File: src/rtl/uart_tx_engine_if.sv
// TX FIFO read port between the FIFO and the UART transmit engine.
// master = engine side (pops), slave = FIFO side (supplies data/empty).
interface uart_tx_engine_if;
    logic [7:0] fifo_dout;
    logic       fifo_empty;
    logic       fifo_pop;

    modport master (
        input  fifo_dout,
        input  fifo_empty,
        output fifo_pop
    );

    modport slave (
        output fifo_dout,
        output fifo_empty,
        input  fifo_pop
    );
endinterface

File: src/rtl/uart_tx_engine.sv
// UART transmit engine: start / 5-8 data / optional parity / 1-2 stop.
// Optional stick parity is compiled in with `define UART_TX_STICK_PARITY_EN.
module uart_tx_engine #(
    parameter int OVS = 16
) (
    input  logic              clk,
    input  logic              rst,
    input  logic              en,
    input  logic              baud_pulse,
    input  logic [1:0]        wls,
    input  logic              stb,
    input  logic              pen,
    input  logic              eps,
    input  logic              sticky,
    input  logic              break_ctl,
    output logic              tx,
    output logic              busy,
    output logic              temt,
    uart_tx_engine_if.master  fifo
);

    localparam int TW = (OVS > 1) ? $clog2(OVS) : 1;

    typedef enum logic [2:0] {
        IDLE,
        START,
        DATA,
        PARITY,
        STOP
    } state_t;

    state_t        state_q, state_d;
    logic [TW-1:0] tick_q, tick_d;
    logic [2:0]    bit_q, bit_d;
    logic [7:0]    shift_q, shift_d;
    logic [1:0]    wls_q, wls_d;
    logic          stb_q, stb_d;
    logic          pen_q, pen_d;
    logic          par_q, par_d;
    logic          tx_q, tx_d;

    logic          load;
    logic          bit_end;
    logic [7:0]    data_mask;
    logic          par_bit;

    assign load    = (state_q == IDLE) && en && !fifo.fifo_empty;
    assign bit_end = baud_pulse && (tick_q == TW'(OVS - 1));

    // Parity is resolved once at the pop, from the masked word.
    always_comb begin
        data_mask = fifo.fifo_dout & (8'hFF >> (2'd3 - wls));
        par_bit   = eps ? (^data_mask) : ~(^data_mask);
`ifdef UART_TX_STICK_PARITY_EN
        if (pen && sticky) begin
            par_bit = ~eps;
        end
`endif
    end

`ifndef UART_TX_STICK_PARITY_EN
    logic unused_sticky;
    assign unused_sticky = sticky;
`endif

    always_ff @(posedge clk or posedge rst) begin
        if (rst) begin
            state_q <= IDLE;
            tick_q  <= '0;
            bit_q   <= '0;
            shift_q <= '0;
            wls_q   <= '0;
            stb_q   <= 1'b0;
            pen_q   <= 1'b0;
            par_q   <= 1'b0;
            tx_q    <= 1'b1;
        end else begin
            state_q <= state_d;
            tick_q  <= tick_d;
            bit_q   <= bit_d;
            shift_q <= shift_d;
            wls_q   <= wls_d;
            stb_q   <= stb_d;
            pen_q   <= pen_d;
            par_q   <= par_d;
            tx_q    <= tx_d;
        end
    end

    always_comb begin
        state_d = state_q;
        tick_d  = tick_q;
        bit_d   = bit_q;
        shift_d = shift_q;
        wls_d   = wls_q;
        stb_d   = stb_q;
        pen_d   = pen_q;
        par_d   = par_q;

        if (state_q == IDLE) begin
            tick_d = '0;
        end else if (baud_pulse) begin
            tick_d = bit_end ? '0 : tick_q + TW'(1);
        end

        unique case (state_q)
            IDLE: begin
                if (load) begin
                    state_d = START;
                    shift_d = fifo.fifo_dout;
                    wls_d   = wls;
                    stb_d   = stb;
                    pen_d   = pen;
                    par_d   = par_bit;
                    bit_d   = '0;
                end
            end
            START: begin
                if (bit_end) begin
                    state_d = DATA;
                end
            end
            DATA: begin
                if (bit_end) begin
                    shift_d = {1'b0, shift_q[7:1]};
                    if (bit_q == ({1'b0, wls_q} + 3'd4)) begin
                        bit_d   = '0;
                        state_d = pen_q ? PARITY : STOP;
                    end else begin
                        bit_d = bit_q + 3'd1;
                    end
                end
            end
            PARITY: begin
                if (bit_end) begin
                    state_d = STOP;
                end
            end
            STOP: begin
                if (bit_end) begin
                    if (bit_q == {2'b00, stb_q}) begin
                        bit_d   = '0;
                        state_d = IDLE;
                    end else begin
                        bit_d = bit_q + 3'd1;
                    end
                end
            end
            default: begin
                state_d = IDLE;
            end
        endcase
    end

    // tx is computed from the next state so the flop lines up with it.
    always_comb begin
        unique case (state_d)
            START:   tx_d = 1'b0;
            DATA:    tx_d = shift_d[0];
            PARITY:  tx_d = par_d;
            default: tx_d = 1'b1;
        endcase
        if (break_ctl) begin
            tx_d = 1'b0;
        end
        fifo.fifo_pop = load;
        busy          = (state_q != IDLE);
        temt          = (state_q == IDLE) && fifo.fifo_empty;
    end

    assign tx = tx_q;

endmodule

File: src/flat_wrapper.sv
// flat-port wrapper written by rule: the top's interface ports become plain ports
module uart_tx_engine_flat 
#(
    parameter int OVS = 16
)
  (clk, rst, en, baud_pulse, wls, stb, pen, eps, sticky, break_ctl, tx, busy, temt, fifo_fifo_dout, fifo_fifo_empty, fifo_fifo_pop);
  uart_tx_engine_if fifo_i ();
  input  logic clk;
  input  logic rst;
  input  logic en;
  input  logic baud_pulse;
  input  logic [1:0] wls;
  input  logic stb;
  input  logic pen;
  input  logic eps;
  input  logic sticky;
  input  logic break_ctl;
  output logic tx;
  output logic busy;
  output logic temt;
  input wire logic [$bits(fifo_i.fifo_dout)-1:0] fifo_fifo_dout;
  input wire logic [$bits(fifo_i.fifo_empty)-1:0] fifo_fifo_empty;
  output wire logic [$bits(fifo_i.fifo_pop)-1:0] fifo_fifo_pop;
  assign fifo_i.fifo_dout = fifo_fifo_dout;
  assign fifo_i.fifo_empty = fifo_fifo_empty;
  assign fifo_fifo_pop = fifo_i.fifo_pop;
  uart_tx_engine #(.OVS(OVS)) u_core (.clk(clk), .rst(rst), .en(en), .baud_pulse(baud_pulse), .wls(wls), .stb(stb), .pen(pen), .eps(eps), .sticky(sticky), .break_ctl(break_ctl), .tx(tx), .busy(busy), .temt(temt), .fifo(fifo_i));
endmodule
File: config.mk
export PLATFORM = sky130hd
export DESIGN_NAME = uart_tx_engine_flat
export DESIGN_NICKNAME = d
export VERILOG_FILES = /design/src/rtl/uart_tx_engine_if.sv /design/src/rtl/uart_tx_engine.sv /design/src/flat_wrapper.sv
export SDC_FILE = /design/constraint.sdc
export NUM_CORES = 1
export LEC_CHECK = 0
export ABC_AREA = 1
export BUFFER_PORTS_ARGS = -buffer_cell sky130_fd_sc_hd__buf_4
export CAP_MARGIN = 0
export CORE_ASPECT_RATIO = 1.4
export CORE_MARGIN = 2
export CORE_UTILIZATION = 36
export CTS_CLUSTER_SIZE = 20
export DETAILED_ROUTE_END_ITERATION = 7
export MAX_ROUTING_LAYER = met4
export PLACE_DENSITY = 0.59
export SLEW_MARGIN = 20
export SYNTH_ARGS = -nofsm -noshare
export SYNTH_HDL_FRONTEND = slang
export SYNTH_SLANG_ARGS = --single-unit
File: constraint.sdc
create_clock -name clk -period 2.3 [get_ports clk]
set_input_delay 0.23 -clock clk [delete_from_list [all_inputs] [get_ports clk]]
set_output_delay 0.23 -clock clk [all_outputs]
set_load 0.02 [all_outputs]
# After elaboration in Yosys (flattened, before gate mapping)
# Cells that the tools add are included.
# word_totals
regBits	24
inputBits	20
out_inout_bits	4
elab_cells	70
# classes
add_sub_neg	4
eq_ne	13
shifts	1
muxes	26
bitwise	2
n_reduce_logical	14
# ops
cell	n
$mux 3	13
$mux 8	2
$pmux 8 s2	1
$pmux 3 s5	1
$eq 3x2->1 const B	4
$mux 4	3
$pmux 3 s3	1
$and 8x8->8	1
$reduce_xor 8->1	1
$shr 8x2->8 const A	1
$eq 3x1->1 const B	2
$reduce_bool 3->1	2
$add 4x1->4 const B	1
$eq 4x4->1 const B	1
$logic_and 1x1->1	4
$mux 1	4
$ne 2x1->1 const B	2
$reduce_and 4->1	1
$reduce_bool 2->1	2
$add 2x3->3 const B	1
$add 3x1->3 const B	1
$eq 3x1->1	1
$eq 3x3->1	1
$eq 3x3->1 const B	1
8 further kinds	8

# Longest topological paths before layout
# Gate-level depths: netlist (run 1).
# logic_depth
word_depth	10
mapped_depth	12
ltp_nobuf	12

# Worst setup path after synthesis (run 1)
# Ideal clock, no wire load.
# synth_path
kind	register to register
startpoint	reg u_core.tick_q[0]
endpoint	reg u_core.bit_q[2]
setup_ns	0.080
t_arrival_ns	1.351
t_required_ns	2.220
setup_slack_ns	0.869
stages_incl_launch_ff	10
n_path_buf	0
synth_period_minus_slack_ns	1.431
path_cell_list	dfrtp_1 -> ha_1 -> nand3_2 -> nor2_4 -> nand2_2 -> nand2_2 -> inv_2 -> o21ai_4 -> and3_1 -> nor3_2
# synth_via
elab_chain_cells	4
elab_cells_between_ends	5
cone_classes	eq/ne (3); reduce/logical (2)
# synth_rtl
item	line	rtl
from (decl)	uart_tx_engine.sv:33	logic [TW-1:0] tick_q, tick_d;
from (signal assigned)	uart_tx_engine.sv:79	tick_q <= tick_d;
$eq 4x4->1 *	uart_tx_engine.sv:48	assign bit_end = baud_pulse && (tick_q == TW'(OVS - 1));
$logic_and 1x1->1 *	uart_tx_engine.sv:48	
$ne 2x1->1 (no line)	--	
$reduce_and 4->1 (no line) *	--	
to (signal assigned)	uart_tx_engine.sv:80	bit_q <= bit_d;
to (decl)	uart_tx_engine.sv:34	logic [2:0] bit_q, bit_d;
# Every way passes the cells marked *; elsewhere a longest branch is shown, timed or not.
# A chain may end at the register's enable or synchronous reset.

# Final worst setup path (run 1)
# layout_path
startpoint	reg u_core.state_q[2]
endpoint	out fifo_fifo_pop
# layout_via
elab_chain_cells	3
# layout_rtl
item	line	rtl
from (decl)	uart_tx_engine.sv:32	state_t state_q, state_d;
from (signal assigned)	uart_tx_engine.sv:78	state_q <= state_d;
$logic_not 3->1	uart_tx_engine.sv:47	assign load = (state_q == IDLE) && en && !fifo.fifo_empty;
$logic_and 1x1->1 (2 in a row)	uart_tx_engine.sv:47	
to (decl)	flat_wrapper.sv:23	output wire logic [$bits(fifo_i.fifo_pop)-1:0] fifo_fifo_pop;
# No other way between the ends.

==> qor.yml, run 1 <==
status:
  status: "finished, violations left"
  violations: "negative hold slack"
die:
  fp.dieH_um: 79.29
  core_area_um2: 3919
  top_level_ports: 24
  dieWidth_um: 57.78
  rows: 27
  initial_core_util_pct: 37.20
  dieArea_um2: 4581
sta:
  hold_viol: 8
  drv_slew: 0
  fmax_ghz: 0.5381
  rsz0062_at_grt: "false"
  timing.final.crit_share_pct: 80.80
  setup_viol: 0
  setup-tns-final_ns: 0
  clock_skew_ns: 0.01014
  hold_ws_ns: -0.004632
  worst_pin_slew_ns: 0.3599
  fin_crit_ns: 1.858
  slew_headroom_pct: 75.76
cts:
  clk_pin_slew_ns: 0.09
  root_buffer: "clkbuf_8"
  cts_tree: "done"
  cts_sinks: 24
  cts.htree.levels: 1
  cts_buffers: 3
  clk_latency_ns: 0.28
  postCtsHoldBufs: 0
  cts_resized: 0
  cts_setup_buffers: 0
  cts_buffer_depth: 2
power_and_ir_drop:
  vdd_drop_max_uv: 357.3
  p_leak_nw: 0.9470
  swShare_pct: 34.43
  pwr-share-comb_pct: 32.0
  clkPwrFrac_pct: 24.6
  finalPower_w: 0.001537
  seqPwrFrac_pct: 43.5
  powerDensity_nw_per_um2: 879.8
  switching_power_w: 0.0005290
  intPower_w: 0.001008
placed_design:
  hpwlAfterDp_um: 2332
  place_inst: 268
  port-buffer-count: 22
  gp_congestion: 0.7519
synthesis:
  netlist_area_um2: 1458
  synth_nets: 225
  ys_types: 29
  synth_seq_cells: 24
  synthCells: 203
  yosys_warnings: 0
  avgSynthCellArea_um2: 7.181
  ys_seq_area_share_pct: 41.29
critical_path:
  slowest_stage: "dfrtp_1"
  critPathRequiredTime_ns: 2.07
  endpoint_kind: "primary output"
  r2r_slack_ns: 0.44
  path_max_fanout: 8
  crit_type: "flop to primary output"
  cp_cell_sequence: "inv_1 > nand4_1 > clkinv_1 > buf_4"
  startpoint_type: "flop"
  cpPeakStageDelay_ns: 0.41
  critPathArrivalTime_ns: 1.63
route:
  drt_iter0_markers: 48
  via_per_inst: 4.864
  wire_per_inst_um: 10.92
  detail_route.first_pass.iterations: 4
  drcViolationCount: 0
  routed_wl_um: 2971
  num_vias: 1323
  antenna_left: 0
flow_run:
  maxCapViolations: 0
global_routing:
  grt_antenna_before_repair: 0
  gr-total-overflow: 0
  grt_pass1_vias: 1212
  track_usage_pct: 14.82
  grt_max_degree: 25
  grt_pass1_wl_um: 5119
layout:
  antenna_cells: 0
  fin_nets: 252
  drive_gt1_share_pct: 17.90
  final_cells: 272
  regArea_um2: 601.8
  final_cell_mix: "nand2_1 (64), inv_1 (31), buf_4 (24)"
  area_growth_pct: 19.83
  multi_input_area_um2: 708.2
  final_common_cell: "nand2_1"
  fillers: 413
min_path:
  hold_class: "input port to async pin"
==> through the flow <==
step	util, %	instance area [um^2]	worst slack, ns
final	44.57	1747	0.4417
after detailed placement	42.75	1675	0.4652
after global placement	42.75	1675	0.4610
after CTS	44.57	1747	0.4309
after global routing	44.57	1747	0.2776
after floorplan	-	1458	0.8686
==> synth_stat cells <==
cell type | count | share of area, %
ha_1 | 2 | 1.7
xnor2_1 | 1 | 0.60
nand2_2 | 2 | 0.86
nor2_8 | 1 | 1.4
buf_6 | 1 | 0.77
o21ai_0 | 11 | 3.8
o22ai_1 | 1 | 0.43
o221ai_1 | 2 | 1.2
nor3_1 | 1 | 0.34
dfstp_2 | 1 | 1.8
buf_2 | 1 | 0.34
inv_1 | 31 | 8.0
nor2_4 | 1 | 0.77
xor2_1 | 1 | 0.60
dfrtp_1 | 23 | 39
o211ai_1 | 3 | 1.5
o21ai_4 | 1 | 1.1
nand3_2 | 3 | 2.1
clkinv_1 | 1 | 0.26
nor3_2 | 1 | 0.69
and3_1 | 1 | 0.43
a21oi_1 | 5 | 1.7
nand2_1 | 64 | 16
a22oi_1 | 1 | 0.52
nand4_1 | 2 | 0.86
nand3_1 | 18 | 6.2
nor2_1 | 19 | 4.9
nor4_1 | 1 | 0.43
inv_2 | 3 | 0.77
==> final timing paths <==
| path | from | endpoint | cells after the start |
|---|---|---|---|
| max | u_core.state_q[2]$_DFF_PP0_ | fifo_fifo_pop | 4 |
| min | rst | u_core.tick_q[2]$_DFFE_PP0P_ | 3 |
| max reg2reg | u_core.tick_q[0]$_DFFE_PP0P_ | u_core.bit_q[2]$_DFFE_PP0P_ | 10 |
| min reg2reg | u_core.shift_q[5]$_DFFE_PP0P_ | u_core.shift_q[5]$_DFFE_PP0P_ | 2 |
| max in group asynchronous | rst | u_core.tx$_DFF_PP1_ | 3 |
| min in group clk | break_ctl | u_core.tx$_DFF_PP1_ | 2 |
==> kinds of logic (layout without fill, tap and decap cells) <==
group	Yosys count	count (layout)	share of synthesized area (%)
simple gates	114	114	35.37
buf+inv	37	63	10.13
compound gates	24	24	10.30
flops	24	24	41.29
fa+ha+maj	2	2	1.716
xor+xnor	2	2	1.202
==> area by class of cell <==
class / instances / share of cell area [%]
Tap cell: 43 / 3.080
Multi-Input combinational cell: 142 / 40.54
Sequential cell: 24 / 34.46
Clock buffer: 3 / 2.364
Timing Repair Buffer: 24 / 10.32
Inverter: 35 / 7.521
Clock inverter: 1 / 1.719
==> metal layers <==
layer | routed length [um] | up-vias | part of all wire, % | global-route usage, %
li1 | - | 693 | - | -
met4 | 39 | 0 | 1.3 | 4.186
met3 | 122 | 5 | 4.1 | 2.932
met1 | 1318 | 600 | 44 | 18.00
met2 | 1490 | 25 | 50 | 24.77
met5 | 0 | - | 0 | -
==> worst max-delay path, delay by kind of cell, from the launching register on <==
kind	cells	cell delay [ns]
buffers and inverters	3	0.66
DFF	1	0.41
and+or+nand+nor	1	0.28
==> state kept, by name, indices dropped and copies added, names as in the netlist <==
register        count
u_core.stb_q        1
u_core.par_q        1
u_core.tx           1
u_core.shift_q      8
u_core.bit_q        3
u_core.tick_q       4
u_core.pen_q        1
u_core.wls_q        2
u_core.state_q      3
==> power by group through the flow <==
stage / registers [W] / logic [W] / clock network (W)
after floorplan: 0.000660 / 0.000365 / 0
after global placement: 0.000673 / 0.000490 / 0
after detailed placement: 0.000680 / 0.000499 / 0
after CTS: 0.000671 / 0.000501 / 0.000386
after global routing: 0.000687 / 0.000578 / 0.000404
final: 0.000668 / 0.000491 / 0.000377
(Power assumes the default switching activity.)
==> run 2, diff against run 1 <==
Clock period 2.3 ns to 1.95 ns, I/O delays scaled along.
==> qor.yml, run 2 (synthesized netlist as in run 1, its figures left out) <==
layout:
  antenna_cells: 0  # unchanged
  fillers: 424  # +2.7%
  area_growth_pct: 20.00
  drive_gt1_share_pct: 18.53  # +0.63 points
  final_common_cell: "nand2_1"
  reg_top3: "u_core.shift_q: 8 flops, u_core.tick_q: 4 flops"
  top_register: "u_core.shift_q"
  final_cell_mix: "nand2_1 (64), inv_1 (31), buf_4 (26)"
  fin_area_um2: 1749  # +0.14%
  fin_nets: 255  # +1.2%
  largest_reg_flops: 8  # unchanged
  finalCoreUtilization_pct: 44.64  # +0.064 points
placed_design:
  postPlaceCellArea_um2: 1690  # +0.90%
  hpwlAfterDp_um: 2374  # +1.8%
  gp_congestion: 0.7946  # +5.7%
  port-buffer-count: 22  # unchanged
sta:
  slew_headroom_pct: 76.34  # +0.58 points
  setup_viol: 0  # unchanged
  drv_slew: 0  # unchanged
  hold_viol: 0  # -8
  clock_skew_ns: 0.004161  # -0.005983 ns
  fin_crit_ns: 1.809
  worst_pin_slew_ns: 0.3517  # -0.008177 ns
  fmax_ghz: 0.5527
  rsz0062_at_grt: "false"
  timing.final.crit_share_pct: 92.78
  setup-tns-final_ns: 0  # unchanged
die:
  core_area_um2: 3919  # unchanged
  top_level_ports: 24  # unchanged
  rows: 27  # unchanged
  fp.dieH_um: 79.29  # unchanged
  dieWidth_um: 57.78  # unchanged
  dieArea_um2: 4581  # unchanged
  initial_core_util_pct: 37.20  # unchanged
global_routing:
  grt_antenna_before_repair: 0  # unchanged
  top_usage_layer: "met2"
  grt_pass1_wl_um: 5319  # +3.9%
  grt_use_met1_pct: 17.13  # -0.87 points
  grt_max_degree: 25  # unchanged
  met2_usage_pct: 26.70  # +1.9 points
  gr-total-overflow: 0  # unchanged
  track_usage_pct: 15.21  # +0.39 points
  grt_use_met3_pct: 2.606  # -0.33 points
  grt_pass1_vias: 1276  # +5.3%
cts:
  cts_buffers: 3  # unchanged
  clk_pin_slew_ns: 0.08  # about the same
  cts_sinks: 24  # unchanged
  cts_tree: "done"
  cts.htree.levels: 1  # unchanged
  cts_buffer_depth: 2  # unchanged
  cts_setup_buffers: 0  # unchanged
  root_buffer: "clkbuf_8"
  clk_latency_ns: 0.27  # about the same
critical_path:
  cpPeakStageDelay_ns: 0.40  # about the same
  cp_cell_sequence: "nor2_1 > nand4_1 > buf_4 > clkinvlp_4 > buf_4"
  path_delay_family: "buffers and inverters"
  rr_startpoint: "u_core.tick_q[0]$_DFFE_PP0P_"
  r2r_slack_ns: 0.24  # -0.20 ns
  critPathRequiredTime_ns: 1.75  # -0.32 ns
  reg2reg_depth: 12  # +2
  timing.critical_path.buf_inv: 3  # unchanged
  critPathArrivalTime_ns: 1.61  # -0.02 ns
  path_common_cell: "buf_4"
  endpoint_kind: "primary output"
  worst_r2r_endpoint: "u_core.tx$_DFF_PP1_"
  path_max_fanout: 11  # +3
  crit_type: "flop to primary output"
  slowest_stage: "dfrtp_1"
  startpoint_type: "flop"
power_and_ir_drop:
  vdd_drop_max_uv: 549.3  # +54%
  p_leak_nw: 0.9452  # -0.18%
  intPower_w: 0.001063  # +5.5%
  powerDensity_nw_per_um2: 957.5  # +8.8%
  swShare_pct: 36.55  # +2.1 points
  seqPwrFrac_pct: 46.8  # +3.3 points
  pwr-share-comb_pct: 34.8  # +2.8 points
  clkPwrFrac_pct: 18.4  # -6.2 points
  switching_power_w: 0.0006121  # +16%
  finalPower_w: 0.001675  # +9.0%
min_path:
  hold_depth: 2
  hold_end: "u_core.tx$_DFF_PP1_"
  hold_class: "input port to flop"
  hp-start: "break_ctl"
route:
  drt_iter0_markers: 45  # -6.3%
  via_per_inst: 4.840  # -0.49%
  antenna_left: 0  # unchanged
  wire_per_inst_um: 10.70  # -2.1%
  routed_wl_um: 2942  # -0.98%
  detail_route.first_pass.iterations: 5  # +1
  num_vias: 1331  # +0.60%
  drcViolationCount: 0  # unchanged
status:
  status: "complete, no violations"
flow_run:
  maxCapViolations: 0  # unchanged
run 2: cell types whose count changed in the layout (fill, tap and decap cells not counted), sizes merged:
cell / previous run / this run
clkinvlp: 0 / 1
clkbuf: 3 / 4
buf: 24 / 26
dlygate4sd3: 0 / 1
bufinv: 1 / 0
clkinv: 1 / 0
run 2: what timing repair did:
| item | 4_1_cts | 5_1_grt |
|---|---|---|
| setup endpoints to repair | 0 | 1 |
| endpoints found under the hold margin | 23 | 0 |
| hold buffers | 1 | 0 |
| resized for setup | 0 | 1 |
run 2: final cells by class:
cell class / count / area, um^2 / share of cell area, %
multi-input combinational: 142 / 708.2 / 40.49
clock buffer: 4 / 45.04 / 2.575
tap: 43 / 53.80 / 3.076
sequential: 24 / 601.8 / 34.41
timing repair buffer: 27 / 205.2 / 11.73
inverter: 35 / 135.1 / 7.725
run 2: worst max-delay path by stage:
stage	cells past startpoint	start	slack [ns]	to
6_report	5	u_core.state_q[1]$_DFF_PP0_	0.14	fifo_fifo_pop
4_1_cts	5	u_core.state_q[1]$_DFF_PP0_	0.08	fifo_fifo_pop
3_5_place_dp	12	u_core.tick_q[0]$_DFFE_PP0P_	0.25	u_core.tx$_DFF_PP1_
3_3_place_gp	12	u_core.tick_q[0]$_DFFE_PP0P_	0.28	u_core.tx$_DFF_PP1_
5_1_grt	12	u_core.tick_q[0]$_DFFE_PP0P_	0.008	u_core.tx$_DFF_PP1_
2_1_floorplan	9	u_core.tick_q[0]$_DFFE_PP0P_	0.52	u_core.bit_q[2]$_DFFE_PP0P_
run 2: routing by layer:
metal / up-vias / share of wire [%]
met5: - / 0
met4: 0 / 1.3
met3: 5 / 4.4
met2: 29 / 52
met1: 597 / 42
li1: 700 / -
run 2: per-stage QoR:
stage / setup WS, ns / hold slack, ns / cells
final: 0.1407 / 0.02848 / 275
after global placement: 0.2788 / 0.2755 / 270
after floorplan: 0.5186 / 0.2089 / 203
after global routing: 0.008488 / 0.02102 / 275
after detailed placement: 0.2455 / 0.2696 / 270
after CTS: 0.08253 / 0.02666 / 275
run 2: worst reg2reg max path: stages (launching register included):
cell	delay (ns)
dfrtp_1	0.40
ha_1	0.20
nand3_2	0.11
nor2_4	0.19
buf_4	0.18
nand3_2	0.07
nor2_1	0.09
nor2_1	0.07
inv_2	0.06
nand2_1	0.05
inv_1	0.05
nand2_1	0.05
a21oi_1	0.13
run 2: power groups by stage:
stage | logic [W] | clock network (W) | registers [W]
3_5_place_dp | 0.000590 | 0 | 0.000794
4_1_cts | 0.000594 | 0.000318 | 0.000785
6_report | 0.000583 | 0.000309 | 0.000783
3_3_place_gp | 0.000578 | 0 | 0.000793
5_1_grt | 0.000681 | 0.000343 | 0.000808
2_1_floorplan | 0.000430 | 0 | 0.000778
